==> src/rtl/conv_tile_drain_if.sv <==
// Tile capture and output stream bundle of the convolution tile drain stage.
// slave = the drain itself, master = the conv engine / write-back side driving it.
interface conv_tile_drain_if #(
    parameter int ACC_W   = 16,
    parameter int BIAS_W  = 16,
    parameter int SHIFT_W = 4,
    parameter int OUT_W   = 8
);
    logic                              tile_valid;
    logic                              tile_ready;
    logic [3:0][3:0][ACC_W-1:0]        c_in;
    logic signed [BIAS_W-1:0]          bias;
    logic [SHIFT_W-1:0]                shift;
    logic                              relu_en;
    logic                              out_valid;
    logic                              out_ready;
    logic signed [OUT_W-1:0]           out_data;
    logic [1:0]                        out_row;
    logic [1:0]                        out_col;
    logic                              out_last;
    logic                              tile_done;

    modport slave (
        input  tile_valid, c_in, bias, shift, relu_en, out_ready,
        output tile_ready, out_valid, out_data, out_row, out_col, out_last, tile_done
    );

    modport master (
        output tile_valid, c_in, bias, shift, relu_en, out_ready,
        input  tile_ready, out_valid, out_data, out_row, out_col, out_last, tile_done
    );
endinterface

==> src/rtl/conv_tile_drain.sv <==
// Captures a 4x4 accumulator tile, requantises it (bias, round/shift, ReLU, int8 saturation)
// and streams it row-major. Define CONV_DRAIN_MAXPOOL_EN to emit a 2x2 max-pooled tile instead.
module conv_tile_drain #(
    parameter int ACC_W   = 16,
    parameter int BIAS_W  = 16,
    parameter int SHIFT_W = 4,
    parameter int OUT_W   = 8
) (
    input  logic              clk,
    input  logic              rst_n,
    conv_tile_drain_if.slave  bus
);
    localparam int S_W = ACC_W + 2;
`ifdef CONV_DRAIN_MAXPOOL_EN
    localparam int IDX_W = 2;
`else
    localparam int IDX_W = 4;
`endif
    localparam logic [IDX_W-1:0]      LAST_IDX = '1;
    localparam logic signed [S_W-1:0] SAT_HI   = (S_W'(1) <<< (OUT_W - 1)) - S_W'(1);
    localparam logic signed [S_W-1:0] SAT_LO   = ~SAT_HI;

    typedef enum logic {IDLE, EMIT} state_t;
    typedef logic [3:0][3:0][ACC_W-1:0] tile_t;

    state_t                   state_reg, state_next;
    tile_t                    tile_reg, src_tile;
    logic signed [BIAS_W-1:0] bias_reg, src_bias;
    logic [SHIFT_W-1:0]       shift_reg, src_shift;
    logic                     relu_reg, src_relu;
    logic [IDX_W-1:0]         idx_reg, idx_next;
    logic                     out_valid_reg, last_reg, done_reg;
    logic signed [OUT_W-1:0]  out_data_reg, elem_q;
    logic [1:0]               row_reg, col_reg, row_next, col_next;
    logic                     capture, beat_hs, last_hs;

    function automatic logic signed [OUT_W-1:0] requant(
        input logic [ACC_W-1:0]        c,
        input logic signed [BIAS_W-1:0] b,
        input logic [SHIFT_W-1:0]      sh,
        input logic                    relu
    );
        logic signed [S_W-1:0] s;
        logic signed [S_W-1:0] rnd;
        s   = $signed({2'b00, c}) + $signed({{(S_W-BIAS_W){b[BIAS_W-1]}}, b});
        rnd = '0;
        if (sh != '0)
            rnd = S_W'(1) << (sh - SHIFT_W'(1));
        s = (s + rnd) >>> sh;
        if (relu && (s < 0))
            s = '0;
        if (s > SAT_HI)
            return SAT_HI[OUT_W-1:0];
        else if (s < SAT_LO)
            return SAT_LO[OUT_W-1:0];
        else
            return s[OUT_W-1:0];
    endfunction

    always_ff @(posedge clk or negedge rst_n) begin
        if (!rst_n)
            state_reg <= IDLE;
        else
            state_reg <= state_next;
    end

    always_comb begin
        state_next = state_reg;
        capture    = 1'b0;
        beat_hs    = 1'b0;
        last_hs    = 1'b0;
        case (state_reg)
            IDLE: begin
                if (bus.tile_valid) begin
                    capture    = 1'b1;
                    state_next = EMIT;
                end
            end
            EMIT: begin
                if (out_valid_reg && bus.out_ready) begin
                    beat_hs = 1'b1;
                    if (idx_reg == LAST_IDX) begin
                        last_hs    = 1'b1;
                        state_next = IDLE;
                    end
                end
            end
            default: state_next = IDLE;
        endcase
    end

    // On the capture edge the first element comes straight from c_in so (0,0) is valid next cycle.
    always_comb begin
        src_tile  = tile_reg;
        src_bias  = bias_reg;
        src_shift = shift_reg;
        src_relu  = relu_reg;
        idx_next  = idx_reg + IDX_W'(1);
        if (capture) begin
            src_tile  = bus.c_in;
            src_bias  = bus.bias;
            src_shift = bus.shift;
            src_relu  = bus.relu_en;
            idx_next  = '0;
        end
    end

`ifdef CONV_DRAIN_MAXPOOL_EN
    logic signed [OUT_W-1:0] win_q [4];
    logic signed [OUT_W-1:0] top_max, bot_max;

    genvar gi;
    generate
        for (gi = 0; gi < 4; gi++) begin : g_win
            localparam logic [1:0] DR = 2'(gi / 2);
            localparam logic [1:0] DC = 2'(gi % 2);
            logic [1:0] wr, wc;
            assign wr        = {idx_next[1], 1'b0} | DR;
            assign wc        = {idx_next[0], 1'b0} | DC;
            assign win_q[gi] = requant(src_tile[wr][wc], src_bias, src_shift, src_relu);
        end
    endgenerate

    always_comb begin
        top_max  = (win_q[0] > win_q[1]) ? win_q[0] : win_q[1];
        bot_max  = (win_q[2] > win_q[3]) ? win_q[2] : win_q[3];
        elem_q   = (top_max > bot_max) ? top_max : bot_max;
        row_next = {1'b0, idx_next[1]};
        col_next = {1'b0, idx_next[0]};
    end
`else
    always_comb begin
        row_next = idx_next[3:2];
        col_next = idx_next[1:0];
        elem_q   = requant(src_tile[row_next][col_next], src_bias, src_shift, src_relu);
    end
`endif

    always_ff @(posedge clk or negedge rst_n) begin
        if (!rst_n) begin
            tile_reg      <= '0;
            bias_reg      <= '0;
            shift_reg     <= '0;
            relu_reg      <= 1'b0;
            idx_reg       <= '0;
            out_valid_reg <= 1'b0;
            out_data_reg  <= '0;
            row_reg       <= '0;
            col_reg       <= '0;
            last_reg      <= 1'b0;
            done_reg      <= 1'b0;
        end else begin
            done_reg <= last_hs;
            if (capture) begin
                tile_reg  <= bus.c_in;
                bias_reg  <= bus.bias;
                shift_reg <= bus.shift;
                relu_reg  <= bus.relu_en;
            end
            if (capture || (beat_hs && !last_hs)) begin
                idx_reg       <= idx_next;
                out_data_reg  <= elem_q;
                row_reg       <= row_next;
                col_reg       <= col_next;
                last_reg      <= (idx_next == LAST_IDX);
                out_valid_reg <= 1'b1;
            end else if (last_hs) begin
                out_valid_reg <= 1'b0;
                last_reg      <= 1'b0;
            end
        end
    end

    assign bus.tile_ready = (state_reg == IDLE);
    assign bus.out_valid  = out_valid_reg;
    assign bus.out_data   = out_data_reg;
    assign bus.out_row    = row_reg;
    assign bus.out_col    = col_reg;
    assign bus.out_last   = last_reg;
    assign bus.tile_done  = done_reg;
endmodule

==> src/flat_wrapper.sv <==
// flat-port wrapper written by rule: the top's interface ports become plain ports
module conv_tile_drain_flat 
#(
    parameter int ACC_W   = 16,
    parameter int BIAS_W  = 16,
    parameter int SHIFT_W = 4,
    parameter int OUT_W   = 8
)
  (clk, rst_n, bus_tile_valid, bus_c_in, bus_bias, bus_shift, bus_relu_en, bus_out_ready, bus_tile_ready, bus_out_valid, bus_out_data, bus_out_row, bus_out_col, bus_out_last, bus_tile_done);
  conv_tile_drain_if #(.ACC_W(ACC_W), .BIAS_W(BIAS_W), .SHIFT_W(SHIFT_W), .OUT_W(OUT_W)) bus_i ();
  input  logic clk;
  input  logic rst_n;
  input wire logic [$bits(bus_i.tile_valid)-1:0] bus_tile_valid;
  input wire logic [$bits(bus_i.c_in)-1:0] bus_c_in;
  input wire logic [$bits(bus_i.bias)-1:0] bus_bias;
  input wire logic [$bits(bus_i.shift)-1:0] bus_shift;
  input wire logic [$bits(bus_i.relu_en)-1:0] bus_relu_en;
  input wire logic [$bits(bus_i.out_ready)-1:0] bus_out_ready;
  output wire logic [$bits(bus_i.tile_ready)-1:0] bus_tile_ready;
  output wire logic [$bits(bus_i.out_valid)-1:0] bus_out_valid;
  output wire logic [$bits(bus_i.out_data)-1:0] bus_out_data;
  output wire logic [$bits(bus_i.out_row)-1:0] bus_out_row;
  output wire logic [$bits(bus_i.out_col)-1:0] bus_out_col;
  output wire logic [$bits(bus_i.out_last)-1:0] bus_out_last;
  output wire logic [$bits(bus_i.tile_done)-1:0] bus_tile_done;
  assign bus_i.tile_valid = bus_tile_valid;
  assign bus_i.c_in = bus_c_in;
  assign bus_i.bias = bus_bias;
  assign bus_i.shift = bus_shift;
  assign bus_i.relu_en = bus_relu_en;
  assign bus_i.out_ready = bus_out_ready;
  assign bus_tile_ready = bus_i.tile_ready;
  assign bus_out_valid = bus_i.out_valid;
  assign bus_out_data = bus_i.out_data;
  assign bus_out_row = bus_i.out_row;
  assign bus_out_col = bus_i.out_col;
  assign bus_out_last = bus_i.out_last;
  assign bus_tile_done = bus_i.tile_done;
  conv_tile_drain #(.ACC_W(ACC_W), .BIAS_W(BIAS_W), .SHIFT_W(SHIFT_W), .OUT_W(OUT_W)) u_core (.clk(clk), .rst_n(rst_n), .bus(bus_i));
endmodule
==> config.mk <==
export PLATFORM = sky130hd
export DESIGN_NAME = conv_tile_drain_flat
export DESIGN_NICKNAME = d
export VERILOG_FILES = /design/src/rtl/conv_tile_drain_if.sv /design/src/rtl/conv_tile_drain.sv /design/src/flat_wrapper.sv
export SDC_FILE = /design/constraint.sdc
export NUM_CORES = 1
export LEC_CHECK = 0
export BUFFER_PORTS_ARGS = -buffer_cell sky130_fd_sc_hd__clkbuf_2
export CORE_ASPECT_RATIO = 1.5
export CORE_MARGIN = 10
export CORE_UTILIZATION = 60
export DETAILED_ROUTE_END_ITERATION = 10
export GPL_TIMING_DRIVEN = 0
export PLACE_DENSITY_LB_ADDON = 0.15
export RECOVER_POWER = 100
export SETUP_SLACK_MARGIN = 0.02
export SYNTH_ARGS = -nofsm -noshare
export SYNTH_HDL_FRONTEND = slang
export SYNTH_SLANG_ARGS = --single-unit
==> constraint.sdc <==
create_clock -name clk -period 17.2 [get_ports clk]
set_input_delay 1.72 -clock clk [delete_from_list [all_inputs] [get_ports clk]]
set_output_delay 1.72 -clock clk [all_outputs]
set_load 0.005 [all_outputs]
==> impl_metrics.csv, run 1 <==
group,metric,value,unit
run_status,status,"complete, but fails checks",
run_status,violations,"max-capacitance violations, max-slew violations",
yosys,synth_nets,2198,
yosys,yosys.cell_count.top_type,"nand2_1",
critical_path,reg2reg_slack,8280,ps
global_routing,first_global_vias,16072,
cells_and_area,final_cells,2564,
clock_network,cts_hold_buffers,0,
place,io_buffers,296,
place,place_congestion,1.02,
global_routing,grt_usage,33.1,%
cells_and_area,regArea,7330,um2
clock_network,cts-root-buf,"clkbuf_16",
clock_network,ctsResizeCount,0,
die,row_count,72,
global_routing,top_usage_layer,"met2",
cells_and_area,multi_input_area,7740,um2
drt,ant_nets,0,
drt,drt-total-wl,56900,um
cells_and_area,largest_reg_flops,256,
global_routing,antenna_found_initial,1,
critical_path,path_max_fanout,10,
global_routing,grt_pass1_wl,87500,um
yosys,synth_ff_type,"dfrtp_1",
clock_network,h-tree-depth,1,
sta,skew,31.6,ps
critical_path,critPathSlowestCell,"nor3_1",
critical_path,cpMostUsedCell,"clkbuf_1",
critical_path,r2r_cells,23,
cells_and_area,final_nets,2526,
critical_path,max_stage_delay,760,ps
yosys,synth.cell_area,15800,um2
min_path,worstHoldStart,"u_core.tile_reg[43]",
die,die_x,152,um
clock_network,cts_sinks,293,
yosys,post_synth.cell_area_avg,8.38,um2
critical_path,critPathKind,"in -> reg",
min_path,holdCritPathClass,"reg -> reg",
die,boundaryPins,297,
min_path,holdPathStages,2,
critical_path,cp-start-kind,"input port",
sta,finalHoldViolations,0,
critical_path,cp.arrival,10200,ps
sta,rsz0062_at_grt,"no",
critical_path,rr_endpoint,"u_core.bus.out_data[5]",
sta,period_share,56.9,%
yosys,synthTopCellsByArea,"dfrtp_1 46%, nand2_1 20%, mux4_2 2.4%, clkbuf_1 2.4%, o311ai_0 2.3%",
yosys,ys_warn_count,0,
yosys,syn_inst,1883,
sta,slew_viol_final,298,
drt,via_per_inst,5.99,
clock_network,clk_pin_slew,70,ps
clock_network,ctsLongestPathBuffers,3,
die,dieArea,33300,um2
clock_network,clock_latency,590,ps
critical_path,path_cells,"clkbuf_1, nor2b_1, clkbuf_1, clkbuf_1, clkbuf_1, clkbuf_1, clkbuf_1, clkbuf_1, mux2i_1, fa_1, inv_1, ha_1, inv_1, fa_1, nand2b_1, a21o_1, a21oi_1, a221oi_1, xnor2_1, a21oi_1, a2111oi_0, a31oi_1, nor3_1, o22ai_1",
yosys,synth_edf_count,0,
die,fp.dieH,219,um
global_routing,grtUsageMet2,56.4,%
global_routing,grt_start_max_net_pins,118,
min_path,whs_endpoint,"u_core.tile_reg[43]",
drt,wire_per_inst,22.2,um
global_routing,grt_util_met1,35.7,%
yosys,synth_cell_types,77,
yosys,ys_ff_latch,293,
clock_network,tritoncts,"yes",
drt,post-route-drc-count,0,
yosys,seq_area_frac_synth,46.5,%
sta,timing.fmax,102,MHz
drt,drt-pass1-iter-count,5,
sta,fin_crit,9780,ps
drt,drtIter0Drc,1367,
drt,vias,15371,
cells_and_area,area_delta_synth_final,17.3,%
yosys,synth_top_area_share,46.5,%
clock_network,postCtsSetupRepairBufs,0,
global_routing,grt_use_met3,8.14,%
yosys,async_flop_share,100,%
global_routing,grt-ovfl-total,0,
sta,fin_setup_tns,0,ps
sta,setup_violations,0,
critical_path,worstPathBufferInverterCount,9,
place,dpl.hpwl,44600,um
sta,tightest_slew,5980,ps
critical_path,crit_family,"buffers and inverters",
cells_and_area,nFillCells,2052,
cells_and_area,drive_gt1_share,17.5,%
die,start_util,61.0,%
clock_network,cts_made_buffers,28,
sta,slew_headroom,-298,%
run,max_cap_viol_count,3,
critical_path,required,17620,ps
critical_path,r2r-start,"u_core.state_reg",
yosys,ys_top_cells_by_count,"845 x nand2_1, 293 x dfrtp_1, 101 x clkbuf_1",
die,coreArea,25900,um2
yosys,yosysTopAreaCell,"dfrtp_1",
place,dp.cells,2514,
critical_path,critPathCaptureType,"flip-flop",
-- kinds of logic (layout without fill, tap and decap cells) --
| logic type | Yosys count | count (layout) | synth area share (%) |
|---|---|---|---|
| AOI/OAI and AO/OA | 251 | 251 | 12.1 |
| xor gates and xnor gates | 17 | 17 | 1.06 |
| buffers and inverters | 162 | 509 | 4.28 |
| adders and majority gates | 34 | 34 | 3.51 |
| other | 1 | 2 | 0.0238 |
| DFF | 293 | 293 | 46.5 |
| and+or+nand+nor | 1055 | 1055 | 26.5 |
| muxes | 70 | 70 | 6.04 |
-- worst min-delay path, cell delays in order (launching register included) --
cell	delay, ps
dfrtp_1	340
nand2_1	50
nand2_1	50
-- area by class of cell --
class,count,share of cell area (%)
sequential,293,39.6
antenna,1,0.0135
clock buffer,36,4.16
timing repair buffer,298,7.92
multi-input combinational,1428,41.8
inverter,34,0.689
tap,333,2.25
buffer,128,2.85
clock inverter,13,0.676
-- cells in the final DEF, fill, tap and decap left out, types with 35 or more instances in the layout --
| cell | Yosys | layout |
|---|---|---|
| a21oi_1 | 36 | 36 |
| clkbuf_1 | 101 | 136 |
| clkbuf_2 | 0 | 278 |
| dfrtp_1 | 293 | 293 |
| mux2i_1 | 34 | 35 |
| nand2_1 | 845 | 845 |
| nand3_1 | 44 | 44 |
| nor2_1 | 84 | 84 |
| nor3_1 | 58 | 59 |
| o22ai_1 | 43 | 43 |
| o311ai_0 | 41 | 41 |
-- worst max path at each step --
stage | from | end | cells past startpoint
after floorplan | bus_tile_valid | u_core.bus.out_data[6] | 24
after CTS | bus_tile_valid | u_core.bus.out_data[5] | 24
final | bus_tile_valid | u_core.bus.out_data[5] | 24
after global routing | rst_n | u_core.tile_reg[11] | 2
after detailed placement | bus_tile_valid | u_core.bus.out_data[5] | 24
after global placement | bus_tile_valid | u_core.bus.out_data[1] | 24
-- metrics by stage --
step | utilization, % | worst slack [ps] | hold slack [ps] | area, um2
floorplan | - | 10170 | 440 | 15800
global placement | 68.4 | 8440 | 451 | 17700
detailed placement | 68.6 | 8460 | 458 | 17700
CTS | 72.1 | 9020 | 475 | 18600
global route | 71.6 | 6450 | 490 | 18500
finish | 71.6 | 7420 | 474 | 18500
-- metal layers --
layer	part of all wire, %	vias up
met5	0	-
met4	7.8	0
met3	8.4	235
met2	49	790
met1	35	7340
li1	-	7006
Power of run 1 is left out: the tool's default activity adds up to more than one toggle a clock period on the data nets, which glitch-free logic cannot reach.
==> inputs of run 2 (changes only) <==
- ABC_AREA: unset -> 1
- CORE_UTILIZATION: 60 -> 57
- clock period: 17.2 -> 10 ns (I/O delays scaled with it)
==> run 2 against run 1 <==
  * The run still ends with max-capacitance violations, max-slew violations left
  * Die area increased by 5.8%
  * Largest cell class unchanged
  * Worst setup slack lost 4800 ps
  * Clock-buffer cell count rose by 8
  * Register-to-register slack worse by 5600 ps
  * Clock skew fell by 20 ps
  * Highest routed layer unchanged
==> impl_metrics.csv, run 2 <==
group,metric,value,unit
clock_network,cts_hold_buffers,0,
critical_path,worstPathBufferInverterCount,10,
critical_path,reg2reg_slack,2680,ps
drt,ant_nets,0,
sta,slew_headroom,-139,%
die,fp.dieH,225,um
run_status,status,"complete, but fails checks",
drt,post-route-drc-count,0,
cells_and_area,num_antenna_cells,0,
place,place_congestion,1.03,
cells_and_area,final_nets,2805,
global_routing,antenna_found_initial,0,
drt,drtIter0Drc,1590,
clock_network,cts-root-buf,"clkbuf_16",
cells_and_area,nFillCells,2451,
critical_path,cpMostUsedCell,"nand2_1",
sta,rsz0062_at_grt,"no",
clock_network,tritoncts,"yes",
critical_path,rr_endpoint,"u_core.bus.out_data[6]",
clock_network,cts_sinks,293,
critical_path,max_stage_delay,800,ps
critical_path,critPathCaptureType,"flip-flop",
yosys,synth.cell_area,16000,um2
die,row_count,75,
run,max_cap_viol_count,2,
yosys,synthTopCellsByArea,"dfrtp_1 46%, nand2_1 24%, nand3_1 3.4%, nor2_1 2.8%, inv_1 2.8%",
cells_and_area,drive_gt1_share,16.0,%
yosys,ys_warn_count,0,
sta,fin_setup_tns,0,ps
yosys,synth_ff_type,"dfrtp_1",
critical_path,r2r-start,"u_core.state_reg",
yosys,synth_cell_types,49,
drt,wire_per_inst,21.8,um
clock_network,h-tree-depth,1,
yosys,seq_area_frac_synth,45.9,%
clock_network,clock_latency,570,ps
die,coreArea,27800,um2
global_routing,grt_start_max_net_pins,120,
yosys,yosys.cell_count.top_type,"nand2_1",
critical_path,cp-startpoint,"bus_tile_valid",
sta,skew,11.5,ps
sta,tightest_slew,3590,ps
cells_and_area,largest_reg_flops,256,
yosys,async_flop_share,100,%
yosys,synth_nets,2477,
yosys,post_synth.cell_area_avg,7.39,um2
drt,drt-total-wl,62200,um
critical_path,critPathSlowestCell,"o311ai_0",
yosys,ys_ff_latch,293,
sta,timing.fmax,135,MHz
place,dpl.hpwl,49700,um
run_status,violations,"max-capacitance violations, max-slew violations",
clock_network,ctsLongestPathBuffers,3,
yosys,syn_inst,2162,
drt,vias,16258,
die,dieArea,35200,um2
yosys,synth_top_area_share,45.9,%
cells_and_area,area_delta_synth_final,17.7,%
sta,fin_crit,7390,ps
critical_path,required,10510,ps
global_routing,grt-ovfl-total,0,
yosys,synth_edf_count,0,
critical_path,path_depth,37,
clock_network,postCtsSetupRepairBufs,0,
yosys,ys_top_cells_by_count,"1024 x nand2_1, 293 x dfrtp_1, 118 x nor2_1",
cells_and_area,final_cell_mix,"1026 x nand2_1, 293 x dfrtp_1, 281 x clkbuf_2, 120 x inv_1, 119 x nor2_1",
clock_network,ctsResizeCount,0,
sta,slew_viol_final,186,
global_routing,grt_usage,34.6,%
critical_path,cp.arrival,7890,ps
die,boundaryPins,297,
critical_path,r2r_cells,37,
critical_path,crit_family,"buffers and inverters",
place,io_buffers,296,
min_path,holdCritPathClass,"reg -> reg",
die,start_util,57.5,%
global_routing,grt_pass1_wl,92500,um
sta,hold_ws,476,ps
drt,via_per_inst,5.69,
sta,finalHoldViolations,0,
global_routing,first_global_vias,16670,
sta,setup_violations,0,
clock_network,clk_pin_slew,60,ps
cells_and_area,final_common_cell,"nand2_1",
yosys,yosysTopAreaCell,"dfrtp_1",
critical_path,cp-start-kind,"input port",
critical_path,cp-endpoint,"u_core.bus.out_data[6]",
die,die_x,157,um
critical_path,path_max_fanout,10,
drt,drt-pass1-iter-count,5,
clock_network,cts_made_buffers,28,
critical_path,critPathKind,"in -> reg",
sta,period_share,73.9,%
[run 2: metal layers]
metal	vias to the layer above	GRT usage, %	routed length (um)
li1	7543	-	-
met4	0	27.8	5670
met1	7581	36.4	21000
met3	261	5.33	4650
met5	-	0	0
met2	873	60.1	30900
[run 2: how the worst min path moves through the flow]
stage                            to                 start  cells past startpoint
5_1_grt         u_core.tile_reg[50]   u_core.tile_reg[50]                      2
4_1_cts        u_core.tile_reg[106]                 rst_n                      1
3_3_place_gp   u_core.tile_reg[238]  u_core.tile_reg[238]                      2
6_report        u_core.tile_reg[50]   u_core.tile_reg[50]                      2
2_1_floorplan  u_core.tile_reg[207]  u_core.tile_reg[207]                      2
3_5_place_dp   u_core.tile_reg[140]  u_core.tile_reg[140]                      2
[run 2: area by class of cell]
cell class | instances | area, um2 | share of cell area (%)
clock buffer | 44 | 902 | 4.80
timing repair buffer | 298 | 1490 | 7.95
sequential | 293 | 7330 | 39.0
multi-input combinational | 1619 | 7580 | 40.3
tap | 346 | 433 | 2.30
clock inverter | 7 | 67.6 | 0.359
inverter | 129 | 489 | 2.60
buffer | 121 | 495 | 2.64
[run 2: cell families after synthesis]
family / Yosys count / share of synthesized area [%]
simple gates: 1315 / 33.1
other cells: 1 / 0.0235
xor+xnor: 7 / 0.384
buf+inv: 250 / 6.27
compound gates: 250 / 10.1
mux: 12 / 0.752
fa+ha+maj: 34 / 3.46
flops: 293 / 45.9
[run 2: worst reg2reg max path: cells and delay by family, from the launching register on]
family          cells  cell delay [ps]
flops               1              400
simple gates       21             2140
fa+ha+maj           3             1100
compound gates      3             1220
buf+inv            10             2430
[run 2: metrics by stage]
step	std cells	area [um2]	setup WS [ps]	utilization, %
global route	2857	18800	2090	67.7
floorplan	2162	16000	4740	-
CTS	2857	18900	3300	68.1
finish	2857	18800	2610	67.7
global placement	2804	17900	1950	64.4
detailed placement	2806	17900	2740	64.6
Power of run 2 is left out for the same reason.
==> inputs of run 3 (changes only) <==
- CORE_UTILIZATION: 57 -> 51
- clock period: 10 -> 6.07 ns (I/O delays scaled with it)
==> run 3 against run 2 <==
  * The flow still finishes with violations (max-capacitance violations, max-slew violations)
  * Worst setup slack got worse by 2300 ps
  * Flip-flop and latch count did not move
  * Register-to-register slack got worse by 2400 ps
  * Die area rose by 10%
  * Sequential share of layout area fell by 1.2 points
  * Cell count rose by 2.1%
  * Critical path depth fell by 6
  * First-iteration DRC count fell by 10%
  * Design area rose by 3.0%
  * Clock skew fell by 3.3 ps
  * Routed wire length rose by 3.9%
  * Global-route usage fell by 2.1 points
  * Critical endpoint is now u_core.bus.out_data[0]
==> impl_metrics.csv, run 3 (same netlist as run 2, synthesis figures left out) <==
group,metric,value,unit
clock_network,cts_hold_buffers,0,
place,place_congestion,0.977,
drt,via_per_inst,5.51,
critical_path,critPathCaptureType,"flip-flop",
die,row_count,79,
min_path,whs_endpoint,"u_core.tile_reg[102]",
place,post-place-ws,-1140,ps
drt,drt-total-wl,64600,um
die,die_x,164,um
clock_network,cts_made_buffers,29,
drt,ant_nets,0,
clock_network,ctsLongestPathBuffers,3,
die,fp.dieH,237,um
sta,timing.fmax,172,MHz
critical_path,cp.arrival,6250,ps
drt,vias,16086,
critical_path,cp-start-kind,"flip-flop",
critical_path,max_stage_delay,540,ps
min_path,holdPathStages,3,
cells_and_area,num_antenna_cells,0,
global_routing,first_global_vias,16653,
global_routing,antenna_found_initial,0,
sta,hold_ws,260,ps
critical_path,r2r_cells,31,
drt,drt-pass1-iter-count,5,
global_routing,grt_start_max_net_pins,96,
cells_and_area,stdcell_area,19400,um2
critical_path,reg2reg_slack,270,ps
critical_path,rr_endpoint,"u_core.bus.out_data[0]",
cells_and_area,final_nets,2808,
place,place_area,18000,um2
sta,skew,8.21,ps
drt,wire_per_inst,22.1,um
drt,post-route-drc-count,0,
cells_and_area,post-route-util,62.6,%
global_routing,grt_usage,32.5,%
min_path,worstHoldStart,"bus_c_in[102]",
run,max_cap_viol_count,3,
critical_path,path_max_fanout,10,
global_routing,grt_pass1_wl,95800,um
drt,drtIter0Drc,1427,
critical_path,required,6530,ps
critical_path,r2r-start,"u_core.state_reg",
sta,fin_crit,5800,ps
clock_network,cts_sinks,293,
critical_path,critPathSlowestCell,"fa_1",
die,dieArea,38900,um2
cells_and_area,drive_gt1_share,20.9,%
cells_and_area,final_common_cell,"nand2_1",
die,coreArea,30900,um2
critical_path,cpMostUsedCell,"nand2_1",
clock_network,tritoncts,"yes",
sta,rsz0062_at_grt,"no",
run_status,status,"complete, but fails checks",
critical_path,crit_family,"simple AND/OR/NAND/NOR gates",
global_routing,grt-ovfl-total,0,
cells_and_area,final_cell_mix,"1021 x nand2_1, 326 x clkbuf_2, 293 x dfrtp_1, 118 x inv_1, 114 x nor2_1",
sta,finalHoldViolations,0,
sta,slew_headroom,-124,%
critical_path,worstPathBufferInverterCount,4,
sta,slew_viol_final,238,
place,io_buffers,296,
clock_network,cts-root-buf,"clkbuf_16",
cells_and_area,nFillCells,2836,
cells_and_area,largest_reg_flops,256,
run_status,violations,"max-capacitance violations, max-slew violations",
sta,setup_violations,0,
sta,layout_setup_ws,273,ps
clock_network,h-tree-depth,1,
die,boundaryPins,297,
clock_network,clock_latency,560,ps
critical_path,critPathKind,"reg -> reg",
min_path,holdCritPathClass,"in -> reg",
sta,period_share,95.5,%
place,dpl.hpwl,51700,um
cells_and_area,area_delta_synth_final,21.3,%
sta,tightest_slew,3360,ps
die,start_util,51.6,%
clock_network,clk_pin_slew,70,ps
run 3: changes by cell type in the layout (fill, tap and decap cells not counted), moves of 9 or more:
| cell | change |
|---|---|
| clkbuf_2 | +45 |
| clkbuf_1 | -74 |
| buf_4 | +9 |
| a21oi_2 | +11 |
| clkbuf_4 | +15 |
| a21oi_1 | -13 |
| o21ai_0 | -13 |
run 3: repair_timing:
item                       CTS  global route
setup endpoints to repair    8             7
pin swaps                    1             9
resized for setup           63           138
setup buffers                0             1
run 3: area by class of cell:
cell class	instances	area, um2	share of cell area, %
Clock buffer	34	785	4.05
Clock inverter	17	279	1.44
Timing Repair Buffer	300	1510	7.78
Tap cell	405	507	2.62
Inverter	129	492	2.54
Buffer	121	684	3.53
Multi-Input combinational cell	1619	7780	40.2
Sequential cell	293	7330	37.9
run 3: worst min-delay path: cells and delay by family:
kind	cells	cell delay (ps)
buf+inv	1	70
simple gates	2	110
run 3: metal layers:
| layer | global-route usage, % | wire (um) |
|---|---|---|
| met1 | 34.4 | 21800 |
| met2 | 58.8 | 33500 |
| met3 | 4.19 | 4250 |
| met4 | 21.1 | 5050 |
| met5 | 0 | 0 |
run 3: how the worst max path moves through the flow:
stage	end	start	cells past startpoint	slack (ps)
6_report	u_core.bus.out_data[0]	u_core.state_reg	31	270
3_5_place_dp	u_core.bus.out_data[1]	bus_tile_valid	38	-1140
3_3_place_gp	u_core.relu_reg	rst_n	1	-1820
5_1_grt	u_core.bus.out_data[0]	u_core.bus.out_col[0]	37	2
4_1_cts	u_core.bus.out_data[0]	u_core.state_reg	37	20
2_1_floorplan	u_core.bus.out_data[0]	u_core.bus.out_col[0]	36	1180
run 3: stage by stage:
stage | instances | setup TNS (ps)
6_report | 2918 | 0
5_1_grt | 2918 | 0
4_1_cts | 2917 | 0
3_5_place_dp | 2866 | -8380
3_3_place_gp | 2863 | -530180
2_1_floorplan | 2162 | 0
Power of run 3 is left out for the same reason.
